[config.mk]
export PLATFORM = sky130hd
export DESIGN_NAME = div_shift_sub
export DESIGN_NICKNAME = d
export VERILOG_FILES = /design/src/rtl/div_shift_sub.sv
export SDC_FILE = /design/constraint.sdc
export NUM_CORES = 1
export LEC_CHECK = 0
export BUFFER_PORTS_ARGS = -buffer_cell sky130_fd_sc_hd__buf_4
export CORE_MARGIN = 2
export CORE_UTILIZATION = 55
export CTS_CLUSTER_DIAMETER = 100
export DETAILED_ROUTE_END_ITERATION = 16
export GPL_ROUTABILITY_DRIVEN = 0
export HOLD_SLACK_MARGIN = 0.03
export PLACE_DENSITY = 0.86
export SYNTH_ARGS = -nofsm -noshare
export SYNTH_HDL_FRONTEND = slang
export SYNTH_SLANG_ARGS = --single-unit
export TNS_END_PERCENT = 100
[constraint.sdc]
create_clock -name clk -period 17 [get_ports clk]
set_clock_uncertainty 0.2 [all_clocks]
set_input_delay 3.4 -clock clk [delete_from_list [all_inputs] [get_ports clk]]
set_output_delay 3.4 -clock clk [all_outputs]
set_load 0.05 [all_outputs]
[src/rtl/div_shift_sub.sv]
// div_shift_sub: sequential restoring divider, one quotient bit per clock.
// Define DIV_SIGNED_EN to compile in two's-complement support (selected per
// operation by sgn). Without it every operation is unsigned and sgn is ignored.
module div_shift_sub #(
   parameter int N = 32
) (
   input  logic         clk,
   input  logic         rst,
   input  logic         start,
   input  logic         sgn,
   input  logic [N-1:0] dividend,
   input  logic [N-1:0] divisor,
   output logic [N-1:0] quotient,
   output logic [N-1:0] remainder,
   output logic         busy,
   output logic         done,
   output logic         dz
);

   typedef enum logic [1:0] {IDLE, RUN, DONE} state_t;

   localparam int CW = $clog2(N + 1);

   state_t        state_q;
   logic [CW-1:0] cnt_q;
   logic [N-1:0]  quo_q, rmd_q;
   logic          busy_q, done_q, dz_q;

   // Datapath: partial remainder is one bit wider than the operands so the
   // trial subtraction can never overflow.
   logic [N:0]    rem_q, rem_d;
   logic [N-1:0]  dvd_q, dvd_d;
   logic [N-1:0]  dvs_q;
   logic [N:0]    shifted, diff;

   // Operand magnitudes presented on accept, and final results of the last step
   logic [N-1:0]  a_mag, b_mag;
   logic [N-1:0]  q_fin, r_fin;
   logic          accept;

   // The top remainder bit is always zero between steps (remainder < divisor)
   logic          unused_rem_msb;
   assign unused_rem_msb = rem_q[N];

   assign accept = (state_q == IDLE) && start;

`ifdef DIV_SIGNED_EN
   logic a_neg, b_neg;
   logic negq_q, negr_q;

   function automatic logic [N-1:0] neg(input logic [N-1:0] v);
      return (~v) + {{(N-1){1'b0}}, 1'b1};
   endfunction

   assign a_neg = sgn & dividend[N-1];
   assign b_neg = sgn & divisor[N-1];
   // Most negative value negates to itself, which is its correct unsigned magnitude
   assign a_mag = a_neg ? neg(dividend) : dividend;
   assign b_mag = b_neg ? neg(divisor) : divisor;
   assign q_fin = negq_q ? neg(dvd_d) : dvd_d;
   assign r_fin = negr_q ? neg(rem_d[N-1:0]) : rem_d[N-1:0];

   // Result signs recorded when an operation is accepted
   always_ff @(posedge clk) begin
      if (rst && accept) begin
         negq_q <= a_neg ^ b_neg;
         negr_q <= a_neg;
      end
   end
`else
   logic unused_sgn;
   assign unused_sgn = sgn;
   assign a_mag = dividend;
   assign b_mag = divisor;
   assign q_fin = dvd_d;
   assign r_fin = rem_d[N-1:0];
`endif

   // One restoring step: shift in next dividend bit, trial-subtract, keep or restore
   always_comb begin
      shifted = {rem_q[N-1:0], dvd_q[N-1]};
      diff    = shifted - {1'b0, dvs_q};
      if (!diff[N]) begin
         rem_d = diff;
         dvd_d = {dvd_q[N-2:0], 1'b1};
      end else begin
         rem_d = shifted;
         dvd_d = {dvd_q[N-2:0], 1'b0};
      end
   end

   // Datapath registers: load magnitudes on accept, iterate while running
   always_ff @(posedge clk) begin
      if (rst) begin
         if (accept) begin
            dvd_q <= a_mag;
            dvs_q <= b_mag;
            rem_q <= '0;
         end else if (state_q == RUN) begin
            dvd_q <= dvd_d;
            rem_q <= rem_d;
         end
      end
   end

   // Control FSM with registered outputs
   always_ff @(posedge clk) begin
      if (!rst) begin
         state_q <= IDLE;
         cnt_q   <= '0;
         quo_q   <= '0;
         rmd_q   <= '0;
         busy_q  <= 1'b0;
         done_q  <= 1'b0;
         dz_q    <= 1'b0;
      end else begin
         case (state_q)
            IDLE: begin
               if (start) begin
                  busy_q <= 1'b1;
                  if (divisor == '0) begin
                     state_q <= DONE;
                     quo_q   <= '1;
                     rmd_q   <= dividend;
                     dz_q    <= 1'b1;
                     done_q  <= 1'b1;
                  end else begin
                     state_q <= RUN;
                     cnt_q   <= CW'(N);
                  end
               end
            end
            RUN: begin
               cnt_q <= cnt_q - CW'(1);
               if (cnt_q == CW'(1)) begin
                  state_q <= DONE;
                  quo_q   <= q_fin;
                  rmd_q   <= r_fin;
                  dz_q    <= 1'b0;
                  done_q  <= 1'b1;
               end
            end
            DONE: begin
               state_q <= IDLE;
               busy_q  <= 1'b0;
               done_q  <= 1'b0;
            end
            default: begin
               state_q <= IDLE;
               busy_q  <= 1'b0;
               done_q  <= 1'b0;
            end
         endcase
      end
   end

   assign quotient  = quo_q;
   assign remainder = rmd_q;
   assign busy      = busy_q;
   assign done      = done_q;
   assign dz        = dz_q;

endmodule

==> results by group <==
Timing
  • Slew Viols, Final: 0
  • Fin. Hold Viols: 0
  • Final Cycle Share: between 30 and 40%
  • Fmax: around 160 MHz
  • Final hold slack: ~0.27 ns
  • Final min period: 6.226 ns
  • Rel. slew slack: 27.31%
  • Final setup vio count: 0
  • RSZ-0062 raised after global routing: false
  • Slew @ Worst Pin: around 1.1 ns
  • Fin Setup TNS: 0 ns

Worst setup path
  • Crit path launch type: input pin
  • Critical Path End Type: flop
  • CP Class: in2reg
  • CP peak stage delay: approximately 0.54 ns
  • CP arrival: about 6.3 ns
  • Crit path cell chain: buf_4, nor4_1, nand4_1, nor3_1, o21bai_2, buf_4, a22o_1, or2_0, a2111oi_0, nor3_1
  • Crit path max-delay cell type: a2111oi_0
  • CP required: 17.10 ns
  • Highest fanout seen on the critical path: 34

Clock network
  • TritonCTS clock tree: done
  • CTS clk-pin slew, worst paths: roughly 0.070 ns
  • H-Tree Depth: 4
  • Worst skew pair latency: 0.43 ns
  • Clk sinks: 171
  • Inserted Clock Buffers: 17
  • CTS Hold Bufs: 0
  • Post CTS Setup Buffer Count: 0
  • Post_cts resized: 0
  • Worst-case clock buffer depth: 2
  • CTS Root Cell: clkbuf_16

Detailed routing
  • Final wirelength: around 22 mm
  • Drt wl/cell: 18.13 um
  • DRC Markers: 0
  • Via count: roughly 7,400
  • DRT antenna net count: 0
  • Initial drt markers: 775
  • First-pass DRT Iterations: 6
  • Vias per cell: 6.137

Global routing
  • Vias in the first global route: 6,552
  • Grt total ovfl: 0
  • Initial antenna violation count: 0
  • First-pass GRT wire length: between 30 and 40 mm
  • GRT Total Usage: between 20% and 30%
  • Pin count of the biggest net entering global routing: between 40 and 50

Floorplan
  • Die X: approximately 130 um
  • Die ar.: 16,730 um2
  • CORE AREA: about 15,000 um2
  • Cell row count: 45
  • Die height: ~130 um
  • Ports: 135
  • Initial Utilization: a little under three fifths

Logic synthesis
  • Top-count cell post-synth: nand2_1
  • Synth area leaders: edfxtp_1 33%, dfxtp_1 17%, nand2_1 5.7%
  • Area leader, netlist: edfxtp_1
  • Top cells by count, synth: 132 x nand2_1, 96 x edfxtp_1, 75 x dfxtp_1
  • Syn Area/Cell: approximately 10 um2
  • Post-Syn Area: 8640 um2
  • Post-synthesis register bit count: 171
  • Sequential fraction of the synthesis area: about half
  • Netlist cell types: 62
  • Number of synthesized flops with an enable pin: between 90 and 100
  • Yosys warnings: 0
  • Post-Syn Nets: 968
  • Top-area cell type share of the netlist area: between 30% and 40%
  • Synth async-reset ratio: 0%
  • Top_reg_cell synth: edfxtp_1
  • Post-Synthesis Cells: roughly 870

Place
  • Placed cell count: roughly 1,200
  • HPWL reported at the end of detailed placement: between 15 and 20 mm
  • I/O Buffers: roughly 130

Cells and area
  • Non-Filler Instances: 1,202
  • Share of cells above drive strength 1: about 23%
  • Layout area overhead: 20.26%
  • Final nets: approximately 1,100
  • Fill cells: roughly 1,100
  • Final Util: 68.09%
  • # diodes: 0

Hold path
  • HP Class: reg2reg

Pwr
  • Power per cell area: ~110 nW/um2
  • Leakage power: 4.349 nW
  • VDD IR max: between 0.00007 and 0.00008 V

Outcome
  • Outcome: completed

Job
  • Number of max-cap violations: 0
path summary, 6_finish.rpt:
path | start | to | slack [ns] | cells after the start
worst max-delay path | divisor[1] | remainder[31]$_SDFFE_PN0P_ | 10.77 | 10
worst min-delay path | done$_SDFFE_PN0P_ | done$_SDFFE_PN0P_ | 0.27 | 2
worst max register to register | dvd_q[31]$_DFFE_PP_ | rem_q[16]$_SDFFCE_PP0P_ | 12.58 | 12
worst min register to register | done$_SDFFE_PN0P_ | done$_SDFFE_PN0P_ | 0.27 | 2
worst max-delay path, delay by kind of cell:
family                 cells  cell delay [ns]
buffers and inverters      2             0.37
and+or+nand+nor            5             1.60
AOI/OAI and AO/OA          3             0.93
area by class of cell:
cell class | instances | area (um2) | area share, %
sequential | 171 | 4384 | 42.20
multi-input combinational | 596 | 3910 | 37.63
timing repair buffer | 143 | 1074 | 10.33
clock buffer | 19 | 442.9 | 4.263
tap | 211 | 264.0 | 2.541
inverter | 49 | 183.9 | 1.770
clock inverter | 13 | 131.4 | 1.264
per-stage QoR:
step	instance area, um2	setup slack, ns	power (W)
2_1_floorplan	8640	7.933	0.0007109
3_3_place_gp	9816	10.48	0.0007817
3_5_place_dp	9816	10.35	0.0007932
4_1_cts	10390	10.79	0.001174
5_1_grt	10390	10.59	0.001225
6_report	10390	10.77	0.001178
layout by cell type, fill, tap and decap left out, types with 5 or more instances in the layout:
cell type	count
a211oi_1	6
a21o_1	13
a21oi_1	50
a22oi_1	28
buf_4	143
clkbuf_16	17
dfxtp_1	75
edfxtp_1	96
ha_1	34
inv_1	49
inv_6	5
mux2i_1	22
nand2_1	132
nand2b_1	6
nand3_1	13
nand4_1	10
nor2_1	48
nor2b_1	5
nor3_1	14
nor4_1	12
o211ai_1	7
o21ai_0	27
o21ai_1	5
o221a_2	31
o22ai_1	28
xnor2_1	17
xor2_1	11
flip-flops by register name, indices dropped and copies added (netlist names):
signal	count
busy	1
dvd_q	32
done	1
remainder	32
dvs_q	32
cnt_q	6
rem_q	32
state_q	2
quotient	32
dz	1
power breakdown:
part	switching (W)	total [W]	internal, W
Combinational	0.000186	0.000298	0.000112
Clock	0.000176	0.000385	0.000209
Sequential	0.0000196	0.000496	0.000476
Total	0.000381	0.00118	0.000797
routing by layer:
metal	GRT usage [%]	routed length, um
met5	0	0
met4	8.376	412
met2	39.88	9941
met3	4.170	2077
met1	38.27	9359
logic make-up (layout without fill, tap and decap cells):
logic type      after synthesis  after routing  synth area share (%)
fa+ha+maj                    35             35                 5.156
flops                       171            171                 50.75
simple gates                273            273                 14.41
compound gates              236            236                 19.71
buf+inv                      98            224                 4.330
xor+xnor                     28             28                 2.838
mux                          24             24                 2.810
No activity file was read; power rests on OpenSTA's default activity.
